$ cat src/rtl/if_fetch_stage_pkg.sv
// Shared constants and record types for the instruction fetch stage.
package if_fetch_stage_pkg;

    localparam logic [31:0] NOP_INST         = 32'h0000_0013;
    localparam logic [31:0] RESET_PC_DEFAULT = 32'h0000_0000;

    typedef struct packed {
        logic [31:0] pc;
        logic        epoch;
    } inflight_tag_t;

    typedef struct packed {
        logic [31:0] pc;
        logic [31:0] inst;
    } fq_entry_t;

    function automatic logic [31:0] alignWord(input logic [31:0] addr);
        return addr & 32'hFFFF_FFFC;
    endfunction

endpackage

$ cat src/rtl/if_fetch_stage_fetch_fifo.sv
// Synchronous FIFO with a single-cycle flush; holds in-flight tags and fetched instructions.
module fetch_fifo #(
    parameter int WIDTH = 32,
    parameter int DEPTH = 4
) (
    input  logic                   clk,
    input  logic                   rst,
    input  logic                   i_flush,
    input  logic                   i_push,
    input  logic [WIDTH-1:0]       i_data,
    input  logic                   i_pop,
    output logic [WIDTH-1:0]       o_data,
    output logic [$clog2(DEPTH):0] o_count
);
    localparam int AW = $clog2(DEPTH);

    logic [WIDTH-1:0] r_mem [DEPTH];
    logic [AW-1:0]    r_wrPtr;
    logic [AW-1:0]    r_rdPtr;
    logic [AW:0]      r_count;
    logic             w_doPush;
    logic             w_doPop;

    // A push into a full FIFO is accepted only when the head leaves in the same cycle.
    assign w_doPop  = i_pop && (r_count != '0);
    assign w_doPush = i_push && ((r_count != (AW+1)'(DEPTH)) || w_doPop);
    assign o_data   = r_mem[r_rdPtr];
    assign o_count  = r_count;

    always_ff @(posedge clk or posedge rst) begin
        if (rst) begin
            r_wrPtr <= '0;
            r_rdPtr <= '0;
            r_count <= '0;
        end else if (i_flush) begin
            r_wrPtr <= '0;
            r_rdPtr <= '0;
            r_count <= '0;
        end else begin
            if (w_doPush) r_wrPtr <= r_wrPtr + AW'(1);
            if (w_doPop)  r_rdPtr <= r_rdPtr + AW'(1);
            case ({w_doPush, w_doPop})
                2'b10:   r_count <= r_count + (AW+1)'(1);
                2'b01:   r_count <= r_count - (AW+1)'(1);
                default: r_count <= r_count;
            endcase
        end
    end

    always_ff @(posedge clk) begin
        if (w_doPush && !i_flush) r_mem[r_wrPtr] <= i_data;
    end

endmodule

$ cat src/rtl/if_fetch_stage.sv
// Instruction fetch stage: PC generation, imem request/response tracking, fetch queue to IF/ID.
// Define IF_MISALIGN_CHECK_EN to trap misaligned redirect targets on exc_misalign_o.
module if_fetch_stage
    import if_fetch_stage_pkg::*;
#(
    parameter logic [31:0] RESET_PC = RESET_PC_DEFAULT,
    parameter int          FQ_DEPTH = 4
) (
    input  logic        clk,
    input  logic        rst,
    input  logic        stall_i,
    input  logic        br_i,
    input  logic [31:0] br_addr_i,
    output logic        imem_req_o,
    output logic [31:0] imem_addr_o,
    input  logic        imem_gnt_i,
    input  logic        imem_rvalid_i,
    input  logic [31:0] imem_rdata_i,
    output logic        valid_o,
    output logic [31:0] pc_o,
    output logic [31:0] inst_o
`ifdef IF_MISALIGN_CHECK_EN
    ,
    output logic        exc_misalign_o
`endif
);
    localparam int CW = $clog2(FQ_DEPTH) + 1;

    logic [31:0]   r_fetchPc;
    logic [31:0]   r_lastPc;
    logic          r_epoch;
    logic          w_halted;
    logic          w_misalign;
    logic          w_redirect;
    logic          w_grant;
    logic          w_respKeep;
    logic          w_qPop;
    logic [CW-1:0] w_outstanding;
    logic [CW-1:0] w_occupancy;
    inflight_tag_t w_grantTag;
    inflight_tag_t w_respTag;
    fq_entry_t     w_respEntry;
    fq_entry_t     w_head;

    // Stall wins over redirect: the branch operands are not forwarded yet.
    assign w_redirect = br_i && !stall_i;
    assign w_grant    = imem_req_o && imem_gnt_i;

    // Credits cover both in-flight requests and buffered instructions, so a response always finds room.
    assign imem_req_o  = !rst && !w_halted &&
                         (({1'b0, w_outstanding} + {1'b0, w_occupancy}) < (CW+1)'(FQ_DEPTH));
    assign imem_addr_o = r_fetchPc;

    assign w_grantTag  = '{pc: r_fetchPc, epoch: r_epoch};
    assign w_respKeep  = imem_rvalid_i && !w_redirect && (w_respTag.epoch == r_epoch);
    assign w_respEntry = '{pc: w_respTag.pc, inst: imem_rdata_i};

    assign valid_o = (w_occupancy != '0);
    assign w_qPop  = valid_o && !stall_i;
    assign pc_o    = valid_o ? w_head.pc : r_lastPc;
    assign inst_o  = valid_o ? w_head.inst : NOP_INST;

`ifdef IF_MISALIGN_CHECK_EN
    logic r_halted;

    assign w_misalign     = (br_addr_i[1:0] != 2'b00);
    assign w_halted       = r_halted;
    assign exc_misalign_o = r_halted;

    always_ff @(posedge clk or posedge rst) begin
        if (rst)             r_halted <= 1'b0;
        else if (w_redirect) r_halted <= w_misalign;
    end
`else
    assign w_misalign = 1'b0;
    assign w_halted   = 1'b0;
`endif

    // A redirect toggles the epoch so that every older request still in flight is recognised as stale.
    always_ff @(posedge clk or posedge rst) begin
        if (rst) begin
            r_fetchPc <= RESET_PC;
            r_epoch   <= 1'b0;
            r_lastPc  <= '0;
        end else begin
            r_lastPc <= (w_redirect && w_misalign) ? br_addr_i : pc_o;
            if (w_redirect) begin
                r_fetchPc <= alignWord(br_addr_i);
                r_epoch   <= ~r_epoch;
            end else if (w_grant) begin
                r_fetchPc <= r_fetchPc + 32'd4;
            end
        end
    end

    fetch_fifo #(
        .WIDTH ($bits(inflight_tag_t)),
        .DEPTH (FQ_DEPTH)
    ) u_inflight (
        .clk     (clk),
        .rst     (rst),
        .i_flush (1'b0),
        .i_push  (w_grant),
        .i_data  (w_grantTag),
        .i_pop   (imem_rvalid_i),
        .o_data  (w_respTag),
        .o_count (w_outstanding)
    );

    fetch_fifo #(
        .WIDTH ($bits(fq_entry_t)),
        .DEPTH (FQ_DEPTH)
    ) u_fetch_queue (
        .clk     (clk),
        .rst     (rst),
        .i_flush (w_redirect),
        .i_push  (w_respKeep),
        .i_data  (w_respEntry),
        .i_pop   (w_qPop),
        .o_data  (w_head),
        .o_count (w_occupancy)
    );

endmodule

$ cat config.mk
export PLATFORM = sky130hd
export DESIGN_NAME = if_fetch_stage
export DESIGN_NICKNAME = d
export VERILOG_FILES = /design/src/rtl/if_fetch_stage_pkg.sv /design/src/rtl/if_fetch_stage_fetch_fifo.sv /design/src/rtl/if_fetch_stage.sv
export SDC_FILE = /design/constraint.sdc
export NUM_CORES = 1
export LEC_CHECK = 0
export ABC_AREA = 1
export BUFFER_PORTS_ARGS = -buffer_cell sky130_fd_sc_hd__buf_2
export CAP_MARGIN = 40
export CELL_PAD_IN_SITES_DETAIL_PLACEMENT = 0
export CELL_PAD_IN_SITES_GLOBAL_PLACEMENT = 1
export CORE_MARGIN = 2
export CORE_UTILIZATION = 45
export CTS_BUF_LIST = sky130_fd_sc_hd__clkbuf_8
export DETAILED_ROUTE_END_ITERATION = 16
export PLACE_DENSITY = 0.83
export SETUP_SLACK_MARGIN = 0.2
export SLEW_MARGIN = 10
export SYNTH_ARGS = -nofsm -noshare
export SYNTH_HDL_FRONTEND = slang
export SYNTH_SLANG_ARGS = --single-unit
$ cat constraint.sdc
create_clock -name clk -period 5.5 [get_ports clk]
set_clock_uncertainty 0.15 [all_clocks]
set_input_delay 0.825 -clock clk [delete_from_list [all_inputs] [get_ports clk]]
set_output_delay 0.825 -clock clk [all_outputs]
set_load 0.005 [all_outputs]
# == Word level (Yosys, flattened, before mapping) ==
# Memories as Yosys holds them, arrays and structs flattened.
# Index checks and enable logic that the tools add are counted.
# word_totals
regBits,79
mem_bits_rw,388
output_inout_bits,98
elab_cells,68
mem_count,2
# memory_table
name,depth,word_bits,read_ports,rd_clocked_by_memory_dff,wr,line_no,rtl
u_fetch_queue.r_mem,4,64,1,0,1,if_fetch_stage_fetch_fifo.sv:17,logic [WIDTH-1:0] r_mem [DEPTH];
u_inflight.r_mem,4,33,1,0,1,if_fetch_stage_fetch_fifo.sv:17,
# op_classes
n_addsub,10
magnitude_cmp,1
n_eq_ne,7
muxes,15
n_bitwise,1
n_reduce_logical,23
# op_table
cell,count
32-bit 2-to-1 mux,4
32-bit by 3-bit adder with 32-bit output (second input constant),1
3-bit one-hot mux with 2 select lines,2
1-bit logical AND,11
3-bit nonzero test,3
2-bit by 1-bit adder with 2-bit output (second input constant),4
2-bit 2-to-1 mux,4
2-bit nonzero test,4
3-bit by 1-bit adder with 3-bit output (second input constant),2
3-bit != test (second input constant),2
3-bit by 1-bit subtractor with 3-bit output (second input constant),2
3-bit by 3-bit adder with 4-bit output,1
2-bit by 1-bit == test with 1-bit output (second input constant),2
2-bit == test (second input constant),2
4-bit by 3-bit < comparator with 1-bit output (second input constant),1
1-bit 2-to-1 mux,4
1-bit zero test,3
3-bit 2-to-1 mux,1
1-bit logical OR,2
1-bit == test,1
1-bit inverter,1

# == Logic depth before layout (Yosys ltp) ==
# depth
depth_word,9
depth_mapped,15

# == Modules after synthesis ==
# Synthesis repeated with hierarchy kept, for this count alone.
# hier_totals
hier_cells,1667
hier_area_um2,19264.7
# by_module_without_submodules
module,n_inst,cells_per_inst,area_per_inst_um2
fetch_fifo at u_fetch_queue,1,684,9984.6
fetch_fifo at u_inflight,1,383,5350.1
if_fetch_stage,1,600,3930.0

# == Least setup slack after synthesis ==
# Ideal clock, no wire load.
# synth_path
path_type,input -> register
start,input stall_i
end,"memory u_fetch_queue.r_mem[0][0] (netlist bit), enable pin"
setup_ns,0.482
arrival_ns,3.942
required_time_ns,4.868
setup_slack_ns,0.926
path_stages,6
path_buffers,0
cell_sequence,inv_1 > nand2_1 > nand2_1 > a21oi_2 > o211ai_2 > nor2_1
# synth_via
elab_chain_len,9
elab_cells_between_ends,12
cone_classes,mux: 2; reduce/logical: 10
# synth_rtl
item,line_no,rtl
start: declaration,if_fetch_stage.sv:11,"input logic stall_i,"
1-bit zero test (*),"if_fetch_stage.sv:46, if_fetch_stage.sv:59",
1-bit logical AND,if_fetch_stage.sv:46,assign w_redirect = br_i && !stall_i;
1-bit zero test,"if_fetch_stage_fetch_fifo.sv:51, if_fetch_stage.sv:55",
1-bit logical AND (2 in a row),if_fetch_stage.sv:55,assign w_respKeep = imem_rvalid_i && !w_redirect && (w_respTag.epoch == r_epoch);
1-bit logical AND,if_fetch_stage_fetch_fifo.sv:26,assign w_doPush = i_push && ((r_count != (AW+1)'(DEPTH)) || w_doPop);
1-bit logical AND (*),if_fetch_stage_fetch_fifo.sv:51,if (w_doPush && !i_flush) r_mem[r_wrPtr] <= i_data;
1-bit 2-to-1 mux (*),if_fetch_stage_fetch_fifo.sv:51,
1-bit 2-to-1 mux (implied by the code) (*),if_fetch_stage_fetch_fifo.sv:51,
end: declaration,if_fetch_stage_fetch_fifo.sv:17,
# Mark *: on every way between the ends. The rest lies on a longest branch, timed or not.

# == Worst setup path after layout ==
# layout_path
start,register u_fetch_queue.r_count[0] (netlist: u_fetch_queue.o_count[0])
end,output pc_o[15]
# layout_via
elab_chain_len,2
# layout_rtl
item,line_no,rtl
start: declaration,if_fetch_stage_fetch_fifo.sv:20,logic [AW:0] r_count;
start signal: assignment,if_fetch_stage_fetch_fifo.sv:43,2'b10: r_count <= r_count + (AW+1)'(1);
start signal: assignment,if_fetch_stage_fetch_fifo.sv:44,2'b01: r_count <= r_count - (AW+1)'(1);
start signal: assignment,if_fetch_stage_fetch_fifo.sv:45,default: r_count <= r_count;
3-bit nonzero test,if_fetch_stage.sv:58,assign valid_o = (w_occupancy != '0);
32-bit 2-to-1 mux,if_fetch_stage.sv:60,assign pc_o = valid_o ? w_head.pc : r_lastPc;
end: declaration,if_fetch_stage.sv:20,"output logic [31:0] pc_o,"
# Every way passes these cells.

==> flow_summary.yaml <==
outcome:
  outcome: "completed"
clocking:
  cts_buffer_depth: 3
  cts_sinks: 449
  post-cts-setup-buffer-count: 0
  hold_buffers: 0
  cts_buffers: 73
  clkLatencyLatePin_ns: 0.61
  h-tree-depth: 3
  ctsRootBufferMaster: "clkbuf_8"
  cts_tree: "built"
  clk_pin_slew_worst_paths_ns: 0.06
  cts_resized: 0
die:
  core_mm2: 0.0399
  fp-row-count: 73
  dieWidth_um: 206
  die-area_mm2: 0.0422
  die_y_um: 206
  io_pins: 168
  start_util_pct: 45.8
sta:
  fmax_mhz: 240
  hold_ws_ns: 0.193
  fin_tns_setup_ns: 0
  relSlewSlack_pct: 43.2
  tightest_slew_ns: 0.852
  rsz0062_at_grt: "false"
  worst_slack_ns: 1.33
  period_share_pct: 75.9
  maxSlewViolCount: 0
  period_minus_slack_ns: 4.17
  setup_viol: 0
  finalHoldViolCount: 0
synthesis:
  yosys.cell_types.count: 40
  synth_cells: 1555
  synth_area_leaders: "edfxtp_1 (61%), dfrtp_1 (11%), nor2_1 (8.2%), o21ai_0 (5.7%), nand2_1 (2.1%)"
  ys_warn_count: 0
  synth_edf_count: 372
  synth_seq_cells: 449
  netlist.area_leader.share_pct: 61.1
  synth_flop_cell: "edfxtp_1"
  synth-seq-area-share_pct: 71.7
  syn_area_mm2: 0.0183
  synth.avg_cell_area_um2: 11.8
  yosys.area.top_type: "edfxtp_1"
  async_reset_ff_share_pct: 17.1
setup_path:
  crit_arrival_ns: 3.20
  worstSetupEndpoint: "pc_o[15]"
  rr_worst_depth: 11
  cp_max_fo: 37
  cp_slowest_cell: "inv_2"
  end_kind: "primary output"
  required_ns: 4.53
  r2r-end: "u_inflight.o_count[1]"
  reg2reg_setup_slack_ns: 2.55
  criticalPathCategory: "reg2out"
  worstPathCellList: "nor2_1, inv_1, nor2_2, buf_4, inv_2, buf_4, nor2_1, a31oi_1, buf_2"
  start_kind: "flip-flop"
  max_stage_delay_ns: 0.60
  r2r_start: "u_fetch_queue.o_count[2]"
  startpoint: "u_fetch_queue.o_count[0]"
routing:
  initialDrtViolationCount: 814
  first_pass_iters: 5
  totalWireLength_um: 40600
  route.vias.total: 12063
  viasPerCell: 5.20
  antenna_left: 0
  wl_per_cell_um: 17.5
  drc: 0
min_path:
  min_path_type: "in2async"
job:
  drv_cap: 0
global_route:
  antenna_found_initial: 1
  grt_pass1_vias: 11914
  grt_max_degree: 71
  groute.usage.overall_pct: 19.5
  grt_first_pass_wirelength_um: 63000
  gr-total-overflow: 0
power_and_ir_drop:
  leakagePower_uw: 0.00791
  powerDensity_mw_per_mm2: 549
  peakVddDrop_mv: 0.282
placed_design:
  place_hpwl_um: 23500
  port_buffers: 163
  gp_congestion: 0.812
  place_ws_ns: 1.95
final_layout:
  most-common-layout-cells: "nor2_1 (392), edfxtp_1 (372), o21ai_0 (209), buf_2 (163), nand2_1 (101)"
  final_common_cell: "nor2_1"
  nNetsFinal: 1818
  syn_to_final_growth_pct: 16.0
  drive_above_1_share_pct: 18.7
[critical path: cells and delay by family (launching register included)]
family	cells	cell delay [ns]
AO/OA/AOI/OAI	1	0.36
flip-flops	1	0.45
buffers and inverters	5	1.56
AND/OR/NAND/NOR	3	0.21
[worst min-delay path by stage]
stage | start | endpoint | slack, ns | cells past startpoint
2_1_floorplan | r_lastPc[0] | r_lastPc[0] | 0.33 | 2
3_3_place_gp | r_lastPc[0] | r_lastPc[0] | 0.34 | 2
3_5_place_dp | r_lastPc[0] | r_lastPc[0] | 0.35 | 2
4_1_cts | rst | r_lastPc[25] | 0.18 | 2
5_1_grt | rst | r_lastPc[25] | 0.22 | 2
6_report | rst | r_lastPc[28] | 0.19 | 2
[registers in the layout (all words and copies together), names as in the netlist]
| signal | cells |
|---|---|
| imem_addr_o | 30 |
| u_fetch_queue.r_mem | 248 |
| u_fetch_queue.o_count | 3 |
| u_fetch_queue.r_rdPtr | 2 |
| u_inflight.r_mem | 124 |
| r_epoch | 1 |
| u_inflight.o_count | 3 |
| r_lastPc | 32 |
| u_inflight.r_rdPtr | 2 |
| u_fetch_queue.r_wrPtr | 2 |
| u_inflight.r_wrPtr | 2 |
[synthesized netlist by cell type, drive strengths merged, types with 2 or more instances]
cell,number
nor2,413
edfxtp,372
o21ai,214
nand2,108
dfrtp,77
inv,68
a21oi,54
clkbuf,50
nand3,38
a31oi,36
o22ai,36
buf,33
ha,12
nor3,12
xor2,10
nand4,7
o311ai,3
xnor2,3
a22oi,2
a32oi,2
fa,2
[final cells by class]
cell class                 instances  area (µm²)
fill                            3375       18700
clock buffer                      82        1130
sequential                       449       13100
timing repair buffer             186        1080
inverter                          68         259
tap                              525         657
antenna                            1        2.50
clock inverter                    53         370
multi-input combinational        956        4600
[per-layer routing]
layer / wire length [µm] / track usage, % / vias to the layer above
met5: 0 / 0 / -
met4: 1190 / 7.50 / 0
met3: 2920 / 4.29 / 77
met2: 18900 / 31.4 / 409
met1: 17600 / 26.0 / 5737
li1: - / - / 5840
[where the power goes]
group | internal (µW) | switching (µW) | total, µW
combinational | 1190 | 2440 | 3630
clock | 1610 | 1270 | 2890
sequential | 4640 | 478 | 5120
[per-stage QoR]
step	std cells	cell area [µm²]	total power (µW)	util, %
floorplan	1556	18300	7330	-
global placement	2182	19700	8680	49.2
detailed placement	2184	19700	8850	49.4
CTS	2319	21200	11800	53.1
global route	2320	21200	12400	53.1
finish	2320	21200	11600	53.1
[logic make-up after synthesis]
logic type,count (synthesis),synth area share [%]
buf+inv,151,3.43
xor+xnor,13,0.623
flops,449,71.7
fa+ha+maj,14,1.04
simple gates,578,13.0
other cells,1,0.0205
compound gates,349,10.3
(Power assumes the default switching activity.)
